### src/rtl/uart_boot_loader.sv
// UART boot loader: assembles little-endian 32-bit words from a byte stream and
// writes each one over an AXI4-Lite write channel into a staging buffer, stopping
// on a terminator word, a bad write response or when the buffer is full.
module uart_boot_loader #(
  parameter logic [31:0] BASE_ADDR      = 32'h0000_2000,
  parameter int          MAX_WORDS      = 1024,
  parameter logic [31:0] STOP_SIGNATURE = 32'hBDEDE000
) (
  input  logic        m_axi_aclk,
  input  logic        m_axi_aresetn,
  input  logic [7:0]  rx_data,
  input  logic        rx_valid,
  output logic        rx_ready,
  output logic [31:0] m_axi_awaddr,
  output logic        m_axi_awvalid,
  input  logic        m_axi_awready,
  output logic [31:0] m_axi_wdata,
  output logic [3:0]  m_axi_wstrb,
  output logic        m_axi_wvalid,
  input  logic        m_axi_wready,
  input  logic [1:0]  m_axi_bresp,
  input  logic        m_axi_bvalid,
  output logic        m_axi_bready,
  output logic        loader_done,
  output logic        loader_error,
  output logic [15:0] word_count
);

  typedef enum logic [2:0] {
    COLLECT,
    WRITE,
    B_WAIT,
    DONE,
    ERROR
  } state_t;

  state_t      state_q;
  state_t      state_d;
  logic [1:0]  byte_cnt;
  logic [23:0] word_buf;
  logic        rx_fire;
  logic        aw_fire;
  logic        w_fire;
  logic        b_fire;
  logic        aw_settled;
  logic        w_settled;
  logic        enter_write;
  logic [16:0] count_inc;
  logic        buffer_full;

  // Full strobes: the loader only ever writes whole words.
  assign m_axi_wstrb = 4'b1111;

  assign rx_fire  = rx_valid && rx_ready;
  assign aw_fire  = m_axi_awvalid && m_axi_awready;
  assign w_fire   = m_axi_wvalid && m_axi_wready;
  assign b_fire   = m_axi_bvalid && m_axi_bready;

  // A channel is settled once its valid has already dropped or handshakes now.
  assign aw_settled = !m_axi_awvalid || aw_fire;
  assign w_settled  = !m_axi_wvalid || w_fire;

  assign enter_write = (state_q == COLLECT) && (state_d == WRITE);

  // Widened so the comparison against MAX_WORDS cannot wrap at 65535.
  assign count_inc   = {1'b0, word_count} + 17'd1;
  assign buffer_full = (count_inc == 17'(MAX_WORDS));

  // Next-state decode for the loader sequence.
  always_comb begin
    state_d = state_q;
    case (state_q)
      COLLECT: begin
        if (rx_fire && (byte_cnt == 2'd3)) state_d = WRITE;
      end
      WRITE: begin
        if (aw_settled && w_settled) state_d = B_WAIT;
      end
      B_WAIT: begin
        if (b_fire) begin
          if (m_axi_bresp != 2'b00)               state_d = ERROR;
          else if (m_axi_wdata == STOP_SIGNATURE) state_d = DONE;
          else if (buffer_full)                   state_d = ERROR;
          else                                    state_d = COLLECT;
        end
      end
      DONE:    state_d = DONE;
      ERROR:   state_d = ERROR;
      default: state_d = COLLECT;
    endcase
  end

  // State register.
  always_ff @(posedge m_axi_aclk) begin
    if (!m_axi_aresetn) state_q <= COLLECT;
    else                state_q <= state_d;
  end

  // Registered outputs, byte assembly and write bookkeeping; status flags and
  // ready signals follow the upcoming state so they never depend on rx_valid
  // combinationally.
  always_ff @(posedge m_axi_aclk) begin
    if (!m_axi_aresetn) begin
      rx_ready      <= 1'b0;
      m_axi_awvalid <= 1'b0;
      m_axi_wvalid  <= 1'b0;
      m_axi_bready  <= 1'b0;
      m_axi_awaddr  <= 32'd0;
      m_axi_wdata   <= 32'd0;
      loader_done   <= 1'b0;
      loader_error  <= 1'b0;
      word_count    <= 16'd0;
      byte_cnt      <= 2'd0;
      word_buf      <= 24'd0;
    end else begin
      rx_ready     <= (state_d == COLLECT);
      m_axi_bready <= (state_d == B_WAIT);
      loader_done  <= (state_d == DONE);
      loader_error <= (state_d == ERROR);

      if (rx_fire) begin
        byte_cnt <= byte_cnt + 2'd1;
        case (byte_cnt)
          2'd0: word_buf[7:0]   <= rx_data;
          2'd1: word_buf[15:8]  <= rx_data;
          2'd2: word_buf[23:16] <= rx_data;
          default: begin
            m_axi_wdata  <= {rx_data, word_buf};
            m_axi_awaddr <= BASE_ADDR + {14'd0, word_count, 2'b00};
          end
        endcase
      end

      // Each channel drops its own valid after its own handshake.
      if (enter_write) begin
        m_axi_awvalid <= 1'b1;
        m_axi_wvalid  <= 1'b1;
      end else begin
        if (aw_fire) m_axi_awvalid <= 1'b0;
        if (w_fire)  m_axi_wvalid  <= 1'b0;
      end

      if (b_fire && (m_axi_bresp == 2'b00)) word_count <= word_count + 16'd1;
    end
  end

endmodule

### config.mk
export PLATFORM = sky130hd
export DESIGN_NAME = uart_boot_loader
export DESIGN_NICKNAME = d
export VERILOG_FILES = /design/src/rtl/uart_boot_loader.sv
export SDC_FILE = /design/constraint.sdc
export NUM_CORES = 1
export LEC_CHECK = 0
export CAP_MARGIN = 20
export CORE_MARGIN = 5
export CORE_UTILIZATION = 52
export DETAILED_ROUTE_END_ITERATION = 8
export PLACE_DENSITY_LB_ADDON = 0.25
export SYNTH_ARGS = -nofsm -noshare
export SYNTH_HDL_FRONTEND = slang
export SYNTH_SLANG_ARGS = --single-unit
export TNS_END_PERCENT = 5
### constraint.sdc
create_clock -name m_axi_aclk -period 4.1 [get_ports m_axi_aclk]
set_input_delay 0.615 -clock m_axi_aclk [delete_from_list [all_inputs] [get_ports m_axi_aclk]]
set_output_delay 0.615 -clock m_axi_aclk [all_outputs]
set_load 0.05 [all_outputs]
# Word level (Yosys, flattened, before mapping)
# Index checks and enable logic that the tools add are counted.
[op_classes] addsub=4 eq_ne=13 mux=11 bitwise_logic=1 reduce_logical=24
[ops] op="$eq 32x32->1 const B" n=1
[ops] op="$add 14x18->19 const A" n=1
[ops] op="$mux 3" n=6
[ops] op="$add 16x1->17 const B" n=1
[ops] op="$eq 17x11->1 const B" n=1
[ops] op="$add 16x1->16 const B" n=1
[ops] op="$pmux 3 s5" n=1
[ops] op="$eq 3x2->1 const B" n=4
[ops] op="$logic_and 1x1->1" n=8
[ops] op="$reduce_and 2->1" n=4
[ops] op="$eq 3x1->1 const B" n=2
[ops] op="$eq 3x3->1 const B" n=2
[ops] op="$logic_not 3->1" n=2
[ops] op="$reduce_bool 2->1" n=3
[ops] op="$eq 2x2->1 const B" n=2
[ops] op="$logic_not 2->1" n=2
[ops] op="$mux 1" n=4
[ops] op="$reduce_or 3->1" n=1
[ops] op="$add 2x1->2 const B" n=1
[ops] op="$eq 2x1->1 const B" n=1
[ops] op="$logic_not 1->1" n=2
[ops] op="$logic_or 1x1->1" n=2
[ops] op="$not 1->1" n=1
[word_totals] regBits=115 out_inout_bits=90 word_cells=67

# Depth between registers and ports, before layout
# Gate-level depths: netlist of the first run.
[logic_depth] depth_word=10 mapped_depth=7 depth_no_buf=6

# Worst setup path before layout of the first run
# No wires, ideal clock.
[synth_path] path_type="register to register" startpoint="register word_count[11]" endpoint="register loader_error" arrival_ns=1.976 required_time_ns=4.014 slack_ns=2.039 stages_incl_launch_ff=6 synth_period_minus_slack_ns=2.061 path_cell_list="dfxtp_1 -> ha_1 -> nand3_1 -> a2111oi_4 -> o211ai_2 -> a211oi_1"
[synth_between] elab_chain_cells=8
[synth_rtl] element="start: declaration" line_no="26" text="output logic [15:0] word_count"
[synth_rtl] element="start signal: assignment" line_no="143" text="if (b_fire && (m_axi_bresp == 2'b00)) word_count <= word_count + 16'd1;"
[synth_rtl] element="$add 16x1->17" line_no="66" text="assign count_inc = {1'b0, word_count} + 17'd1;"
[synth_rtl] element="$eq 17x11->1" line_no="67" text="assign buffer_full = (count_inc == 17'(MAX_WORDS));"
[synth_rtl] element="$mux 3" line_no="83" text="else if (buffer_full) state_d = ERROR;"
[synth_rtl] element="$mux 3" line_no="82" text="else if (m_axi_wdata == STOP_SIGNATURE) state_d = DONE;"
[synth_rtl] element="$mux 3" line_no="81" text="if (m_axi_bresp != 2'b00) state_d = ERROR;"
[synth_rtl] element="$mux 3" line_no="80" text="if (b_fire) begin"
[synth_rtl] element="$pmux 3 s5" line_no="72" text="case (state_q)"
[synth_rtl] element="$eq 3x3->1" line_no="119" text="loader_error <= (state_d == ERROR);"
[synth_rtl] element="end signal: assignment" line_no="119"
[synth_rtl] element="end: declaration" line_no="25" text="output logic loader_error,"
# No other way between the ends.
# A chain may end at the register's enable or synchronous reset.

# Final worst setup path of the first run
[layout_path] startpoint="register word_count[6]" endpoint="output port word_count[6]"
# No word-level cell between the ends.

==> flow_summary_export.csv, run 1 <==
group,metric,value,unit
placed_design,place.gp.congestion,0.881,
final_layout,fill_cells,720,
logic_synthesis,syn_avg_cell_area,8.64,um2
placed_design,dp_cells,660,
route,dr.pass1.iters,4,
logic_synthesis,netlist-cell-type-count,48,
final_layout,antenna_cells,0,
setup_path,slowest_stage,"clkdlybuf4s50_1",
clock_network,cts_tree,"built",
logic_synthesis,ys_top_cells_by_count,"dfxtp_1 (100), nand2_1 (99), a21oi_1 (54), nor2_1 (52), mux2i_1 (25)",
logic_synthesis,yosysWarnings,0,
sta,fin_skew,11.5,ps
placed_design,dpl-instance-area,5120,um2
setup_path,cp_max_fo,11,
floorplan,core,8180,um2
logic_synthesis,synth_top_area_share,0.461,
global_routing,met3_usage,0.0489,
sta,finalCritPeriodShare,0.611,
setup_path,startpoint_type,"flip-flop",
sta,rsz0062_at_grt,"false",
flow_run,maxCapViolCount,0,
logic_synthesis,syn_area,4340,um2
setup_path,arrival,1890,ps
clock_network,cts_resized,0,
logic_synthesis,yosysTopAreaCell,"dfxtp_1",
logic_synthesis,ys_seq_elements,100,
clock_network,post_cts_buffers,0,
clock_network,hold_buffers,0,
global_routing,met1_usage,0.248,
clock_network,clkSlewWorstSetupHoldPaths,90,ps
global_routing,met2_usage,0.345,
final_layout,syn_to_final_growth,22.0,%
power_and_ir_drop,ir_worst_vdd,0.196,mV
setup_path,critical_path_buf_inv_count,1,
sta,drv_slew,0,
floorplan,die_x,101,um
placed_design,dp_hpwl,7030,um
global_routing,grt_use_total,0.199,
floorplan,start_util,0.531,
floorplan,io_pins,106,
logic_synthesis,synthArstFlopShare,0,
sta,setup_violations,0,
setup_path,end_kind,"primary output",
logic_synthesis,synth_edf_count,0,
global_routing,antenna_found_initial,0,
power_and_ir_drop,p_leak,0.00196,uW
setup_path,crit_chain,"clkdlybuf4s50_1",
route,ant_nets,0,
global_routing,grt_max_degree,60,
setup_path,critical_path_required,3480,ps
final_layout,drive_gt1_frac,0.0595,
logic_synthesis,synth_seq_area_share,0.461,
clock_network,htreeDepth,3,
route,wirelength,10100,um
global_routing,grt_pass1_wl,16300,um
placed_design,io_buffers,86,
global_routing,grt_pass1_vias,3400,
logic_synthesis,netlist_instances,503,
route,viasPerCell,5.35,
clock_network,clk_path_buf_depth,2,
setup_path,crit_family,"buffers and inverters",
sta,slew_headroom,0.346,
clock_network,cts-root-buf,"clkbuf_8",
logic_synthesis,synth_area_leaders,"dfxtp_1 (46%), nand2_1 (8.6%), a21oi_1 (6.2%), mux2i_1 (5.8%), nor2_1 (4.5%)",
clock_network,clock-sinks,100,
final_layout,stdcell_area,5300,um2
logic_synthesis,yosysMostFrequentCell,"dfxtp_1",
min_path,min_path_type,"reg2reg",
floorplan,rows,33,
route,drt_iter0_drc,132,
logic_synthesis,ys.flop_type,"dfxtp_1",
global_routing,busiest_layer,"met2",
global_routing,overflow,0,
power_and_ir_drop,powerDensity,314,nW/um2
route,drc,0,
final_layout,stdcell_count,676,
floorplan,dieArea,10300,um2
setup_path,worst-setup-path-type,"reg2out",
route,vias,3619,
sta,hold_viol,0,
clock_network,clk_latency,360,ps
final_layout,nets,588,
sta,finalCriticalPeriod,2500,ps
sta,tightest_slew,980,ps
route,wl_per_cell,15.0,um
floorplan,dieHeight,101,um
clock_network,cts_buffers,9,
setup_path,rrSetupSlack,1800,ps
setup_path,slowest_delay,900,ps
status,status,"finished clean",
sta,clock.fmax,399,MHz
sta,final.setup.tns,0,ps
## metrics by stage
step	total power, uW	utilization	hold slack [ps]	worst slack, ps
global placement	1110	0.627	439	1700
floorplan	1100	-	432	2040
CTS	1680	0.648	457	1580
global route	1730	0.648	471	1540
finish	1660	0.648	454	1600
detailed placement	1120	0.627	442	1650
## sequential cells by signal (all words and copies together), names as in the netlist
register       cells
m_axi_wvalid       1
byte_cnt           2
m_axi_awaddr      17
loader_error       1
loader_done        1
word_buf          24
rx_ready           1
state_q            3
m_axi_bready       1
m_axi_wdata       32
m_axi_awvalid      1
word_count        16
## layout by cell type, fill, tap and decap left out, drive strengths merged, types with 2 or more instances in the layout
master / n
dfxtp: 100
nand2: 100
clkdlybuf4s50: 86
a21oi: 54
nor2: 52
mux2i: 25
conb: 19
nand4: 13
nand3: 12
clkbuf: 11
xor2: 10
xnor2: 9
inv: 9
ha: 6
and4: 6
nor3: 5
nor4: 5
o21ai: 4
a211oi: 4
nand2b: 4
buf: 4
a2111oi: 4
and3: 3
nand4b: 3
nor4b: 3
a2bb2oi: 2
o2111ai: 2
clkinv: 2
nor3b: 2
## per-layer routing
layer / routed length [um] / vias up
met3: 582 / 10
met5: 0 / -
met1: 4310 / 1726
li1: - / 1794
met2: 5130 / 89
met4: 112 / 0
## final cells by class
class / count / area [um2] / area share
repair buffers: 90 / 891 / 0.168
clock buffers: 11 / 141 / 0.0267
well taps: 105 / 131 / 0.0248
flip-flops and latches: 100 / 2000 / 0.378
clock inverters: 5 / 35.0 / 0.00661
inverters: 7 / 26.3 / 0.00496
multi-input cells: 358 / 2070 / 0.391
## path summary, 6_finish.rpt
check | from | end | depth (start not counted)
max | word_count[6] | word_count[6] | 1
min reg2reg | word_buf[2] | m_axi_wdata[2] | 2
min | word_buf[2] | m_axi_wdata[2] | 2
max reg2reg | word_count[0] | loader_error | 6
## power breakdown
group          internal, uW  switching, uW
combinational          29.1           79.8
sequential              979           5.85
clock                   240            331
total                  1250            417
## cell families (layout without fill, tap and decap cells)
logic type	after synthesis	count (layout)	synth area share
compound gates	76	76	0.116
xor+xnor	19	19	0.0383
fa+ha+maj	6	6	0.0173
buf+inv	62	113	0.0778
flops	100	100	0.461
mux	25	25	0.0576
other cells	2	19	0.00173
simple gates	213	213	0.230
(Power assumes the default switching activity.)
==> inputs of run 2 (changes only) <==
CORE_UTILIZATION = 45   (was 52)
clock period = 2.1 ns   (was 4.1 ns; I/O delays follow)
==> run 2 against run 1 <==
  * Register-to-register slack got worse by 1500 ps
  * Worst setup slack got worse by 1500 ps
  * Hold slack improved by 2.9 ps
  * Die area rose by 14%
  * Largest power group unchanged
==> flow_summary_export.csv, run 2 (synthesis gave the netlist of run 1 again) <==
group,metric,value,unit
global_routing,grt_pass1_wl,16900,um
route,vias,3664,
placed_design,io_buffers,86,
floorplan,dieHeight,108,um
setup_path,arrival,1740,ps
setup_path,crit_family,"buffers and inverters",
final_layout,largest_reg_flops,32,
floorplan,rows,35,
clock_network,clk_latency,370,ps
sta,tightest_slew,617,ps
setup_path,rr_worst_depth,5,
global_routing,overflow,0,
floorplan,die_x,108,um
final_layout,layout.cells.most_common,"dfxtp_1",
setup_path,slowest_delay,880,ps
global_routing,antenna_found_initial,0,
setup_path,startpoint_type,"flip-flop",
final_layout,top_regs,"m_axi_wdata: 32 flops, word_buf: 24 flops, m_axi_awaddr: 17 flops",
final_layout,drive_gt1_frac,0.0954,
clock_network,clk_path_buf_depth,2,
clock_network,cts_buffers,9,
final_layout,multiInputGateArea,2070,um2
route,wl_per_cell,14.7,um
floorplan,start_util,0.466,
min_path,min_path_type,"reg2reg",
route,wirelength,10500,um
setup_path,critical_path_required,1780,ps
route,ant_nets,0,
clock_network,hold_buffers,0,
route,viasPerCell,5.12,
final_layout,final_cell_mix,"dfxtp_1 (100), nand2_1 (99), clkdlybuf4s50_1 (78), a21oi_1 (54), nor2_1 (52)",
power_and_ir_drop,p_total,3370,uW
final_layout,top_register,"m_axi_wdata",
route,routed.top_layer,"met4",
power_and_ir_drop,powerDensity,615,nW/um2
setup_path,cp_max_fo,8,
setup_path,worst-path-stages,1,
sta,finalCriticalPeriod,2050,ps
global_routing,grt_pass1_vias,3473,
sta,fin_ws,47.6,ps
sta,final.setup.tns,0,ps
route,drc,0,
placed_design,dp_worst_setup_slack,154,ps
sta,hold_viol,0,
clock_network,cts_tree,"built",
flow_run,maxCapViolCount,0,
route,dr.pass1.iters,4,
clock_network,clkSlewWorstSetupHoldPaths,100,ps
setup_path,end_kind,"primary output",
final_layout,seq_area,2000,um2
power_and_ir_drop,ir_worst_vdd,0.416,mV
floorplan,dieArea,11700,um2
power_and_ir_drop,p_leak,0.00209,uW
setup_path,worst-setup-path-type,"reg2out",
route,drt_iter0_drc,175,
clock_network,cts-root-buf,"clkbuf_8",
final_layout,fill_cells,847,
route,wl_met3,527,um
global_routing,grt_use_total,0.181,
sta,clock.fmax,487,MHz
sta,drv_slew,0,
sta,rsz0062_at_grt,"false",
setup_path,crit_chain,"clkdlybuf4s50_1",
clock_network,htreeDepth,3,
floorplan,io_pins,106,
status,status,"finished clean",
floorplan,core,9330,um2
placed_design,place.gp.congestion,0.834,
final_layout,syn_to_final_growth,26.1,%
setup_path,critical_path_buf_inv_count,1,
sta,setup_violations,0,
route,wl_met2,5290,um
sta,slew_headroom,0.585,
clock_network,clock-sinks,100,
setup_path,slowest_stage,"clkdlybuf4s50_1",
final_layout,antenna_cells,0,
sta,finalCritPeriodShare,0.977,
route,met1_length,4570,um
sta,fin_skew,9.12,ps
min_path,holdPathStages,2,
global_routing,grt_max_degree,62,
placed_design,dp_hpwl,7590,um
final_layout,nets,604,
==> run 2: where the power goes <==
group / leakage (uW) / internal [uW] / switching [uW]
combinational: 0.00118 / 62.0 / 156
sequential: 0.000807 / 1910 / 11.7
clock: 0.0000994 / 474 / 752
total: 0.00209 / 2450 / 920
==> run 2: area by class of cell <==
class / instances / area share
clock buffer: 9 / 0.0226
inverter: 7 / 0.00480
sequential: 100 / 0.365
tap: 129 / 0.0295
clock inverter: 7 / 0.0146
multi-input combinational: 358 / 0.378
timing repair buffer: 106 / 0.185
==> run 2: layer usage <==
layer | global-route usage | vias up
li1 | - | 1825
met1 | 0.222 | 1738
met2 | 0.322 | 89
met3 | 0.0424 | 12
met4 | 0.0397 | 0
met5 | 0 | -
==> run 2: through the flow <==
stage	util	hold slack (ps)	instances	instance area, um2
after global routing	0.587	475	716	5480
final	0.587	457	716	5480
after CTS	0.587	462	716	5480
after detailed placement	0.565	447	700	5270
after floorplan	-	432	520	4410
after global placement	0.565	442	700	5270
==> run 2: timing repair <==
action / in CTS / in global routing
setup buffers: 0 / 0
cloned: 0 / 0
gates resized for setup: 2 / 1
setup endpoints to repair: 2 / 1
==> run 2: worst paths after layout <==
check                         from          endpoint  slack [ps]
hold / removal    m_axi_awaddr[10]  m_axi_awaddr[10]         460
setup reg to reg    word_count[12]          rx_ready         260
hold reg to reg   m_axi_awaddr[10]  m_axi_awaddr[10]         460
setup / recovery          rx_ready          rx_ready          50
==> inputs of run 3 (changes only) <==
ABC_AREA = 1   (was default)
GPL_TIMING_DRIVEN = 0   (was default)
==> run 3 against run 2 <==
  * Synthesized area barely moved
  * Sequential power hardly changed
  * Cell count up 19%
  * Synthesized cell count is 21% higher
  * Maximum frequency is 1.2% higher
  * Core utilization grew 1.6 points
  * Cell area increased by 2.6%
  * Total power grew 1.4%
  * Largest cell class is now sequential cells
  * Routed wire length up 18%
  * Global-route usage increased by 3.0 points
  * Combinational power up 42%
  * Non-clock buffer count increased by 26
==> flow_summary_export.csv, run 3 <==
group,metric,value,unit
sta,clock.fmax,493,MHz
sta,finalCriticalPeriod,2030,ps
power_and_ir_drop,ir_worst_vdd,0.393,mV
logic_synthesis,netlist_instances,607,
power_and_ir_drop,intPower,2490,uW
sta,finalCritPeriodShare,0.965,
power_and_ir_drop,p_leak,0.00217,uW
clock_network,cts_buffers,9,
final_layout,final_cell_mix,"nand2_1 (148), dfxtp_1 (96), a21oi_1 (85), clkdlybuf4s50_1 (84), inv_1 (61)",
setup_path,crit_chain,"clkdlybuf4s50_1",
route,ant_nets,0,
route,drt_iter0_drc,219,
clock_network,cts-root-buf,"clkbuf_8",
setup_path,crit_family,"buffers and inverters",
logic_synthesis,synth_top_area_share,0.461,
final_layout,nets,742,
setup_path,slowest_delay,860,ps
logic_synthesis,ys.flop_type,"dfxtp_1",
global_routing,antenna_found_initial,0,
flow_run,maxCapViolCount,0,
sta,rsz0062_at_grt,"false",
route,wl_per_cell,14.5,um
status,status,"finished clean",
global_routing,grt_max_degree,18,
logic_synthesis,synth_edf_count,0,
final_layout,drive_gt1_frac,0.0690,
floorplan,core,9330,um2
route,vias,4338,
global_routing,grt_pass1_vias,3997,
final_layout,syn_to_final_growth,29.5,%
global_routing,overflow,0,
floorplan,die_x,108,um
floorplan,rows,35,
floorplan,start_util,0.465,
logic_synthesis,syn_area,4340,um2
floorplan,dieArea,11700,um2
logic_synthesis,ys_seq_elements,100,
placed_design,dp_hpwl,9520,um
global_routing,grt_pass1_wl,19700,um
setup_path,critical_path_buf_inv_count,1,
setup_path,cp_max_fo,7,
sta,slew_headroom,0.602,
sta,setup_violations,0,
sta,tightest_slew,597,ps
logic_synthesis,yosysMostFrequentCell,"nand2_1",
clock_network,clk_path_buf_depth,2,
logic_synthesis,yosysTopAreaCell,"dfxtp_1",
clock_network,post_cts_buffers,0,
setup_path,worst-setup-path-type,"reg2out",
setup_path,startpoint_type,"flip-flop",
power_and_ir_drop,p_comb_frac,0.090,
logic_synthesis,synth_seq_area_share,0.461,
setup_path,slowest_stage,"clkdlybuf4s50_1",
final_layout,layout.cells.most_common,"nand2_1",
logic_synthesis,yosysWarnings,0,
setup_path,arrival,1710,ps
route,viasPerCell,5.08,
sta,hold_viol,0,
placed_design,dp_worst_setup_slack,-315,ps
clock_network,cts_tree,"built",
logic_synthesis,syn_avg_cell_area,7.15,um2
clock_network,htreeDepth,3,
power_and_ir_drop,p_total,3420,uW
logic_synthesis,netlist-cell-type-count,25,
clock_network,clk_latency,360,ps
route,drc,0,
final_layout,fill_cells,935,
clock_network,clock-sinks,100,
min_path,min_path_type,"in2reg",
final_layout,largest_reg_flops,32,
global_routing,grt_use_total,0.211,
sta,fin_ws,72.8,ps
final_layout,antenna_cells,0,
power_and_ir_drop,power.share.sequential,0.565,
route,dr.pass1.iters,5,
placed_design,place.gp.congestion,0.882,
power_and_ir_drop,power_switching,927,uW
final_layout,top_regs,"m_axi_wdata: 32 flops, word_buf: 24 flops, m_axi_awaddr: 17 flops",
power_and_ir_drop,clkPwrFrac,0.345,
floorplan,dieHeight,108,um
power_and_ir_drop,powerDensity,608,nW/um2
sta,fin_skew,13.1,ps
route,wirelength,12400,um
final_layout,top_register,"m_axi_wdata",
logic_synthesis,synthArstFlopShare,0,
placed_design,io_buffers,85,
clock_network,clkSlewWorstSetupHoldPaths,100,ps
logic_synthesis,synth_area_leaders,"dfxtp_1 (46%), nand2_1 (13%), a21oi_1 (9.8%), inv_1 (5.3%), o21ai_0 (5.2%)",
sta,drv_slew,0,
power_and_ir_drop,netSwitchingFraction,0.271,
floorplan,io_pins,106,
setup_path,end_kind,"primary output",
logic_synthesis,ys_top_cells_by_count,"nand2_1 (149), dfxtp_1 (100), a21oi_1 (85), inv_1 (61), o21ai_0 (45)",
setup_path,critical_path_required,1780,ps
==> run 3: what timing repair did <==
action	in CTS	in global routing
setup endpoints to repair	1	9
gates resized for setup	1	11
gates cloned	0	0
hold buffers	0	0
==> run 3: worst paths after layout <==
kind	slack (ps)	cells past startpoint	end	startpoint
hold reg to reg	460	2	word_buf[4]	word_buf[4]
setup reg to reg	190	12	loader_error	word_count[1]
setup / recovery	70	1	word_count[2]	word_count[2]
hold / removal	430	3	word_count[3]	m_axi_aresetn
==> run 3: layout make-up <==
type                    instances  area, um2  share of cell area
clock buffers                  11        141              0.0251
well taps                     129        161              0.0287
repair buffers                 85        850               0.151
flip-flops and latches        100       2010               0.358
clock inverters                 5       45.0             0.00801
inverters                      64        240              0.0427
plain buffers                  47        249              0.0443
multi-input cells             413       1920               0.342
==> run 3: power by group through the flow <==
| stage | Combinational, uW | Clock (uW) | Sequential (uW) |
|---|---|---|---|
| detailed placement | 304 | 0 | 1980 |
| CTS | 305 | 1210 | 1930 |
| global route | 329 | 1290 | 1930 |
| finish | 309 | 1180 | 1930 |
| global placement | 300 | 0 | 1970 |
| floorplan | 194 | 0 | 2000 |
==> run 3: metal layers <==
| layer | wire (um) | track usage |
|---|---|---|
| met5 | 0 | 0 |
| met4 | 274 | 0.0812 |
| met3 | 961 | 0.0322 |
| met2 | 5720 | 0.336 |
| met1 | 5450 | 0.289 |
==> run 3: cell families (layout without fill, tap and decap cells) <==
group | Yosys count | after routing | synth area share
and+or+nand+nor | 244 | 244 | 0.233
xor gates and xnor gates | 2 | 2 | 0.00404
buffers and inverters | 111 | 212 | 0.112
DFF | 100 | 100 | 0.461
other | 2 | 19 | 0.00173
AOI/OAI and AO/OA | 142 | 142 | 0.170
adders and majority gates | 6 | 6 | 0.0173
==> run 3: metrics by stage <==
| stage | TNS, ps | std cells | hold slack, ps | utilization | area (um2) |
|---|---|---|---|---|---|
| 4_1_cts | 0 | 854 | 400 | 0.601 | 5600 |
| 3_5_place_dp | -5440 | 838 | 451 | 0.581 | 5420 |
| 2_1_floorplan | 0 | 624 | 438 | - | 4400 |
| 3_3_place_gp | -3430 | 838 | 449 | 0.581 | 5420 |
| 5_1_grt | 0 | 854 | 424 | 0.603 | 5620 |
| 6_report | 0 | 854 | 425 | 0.603 | 5620 |
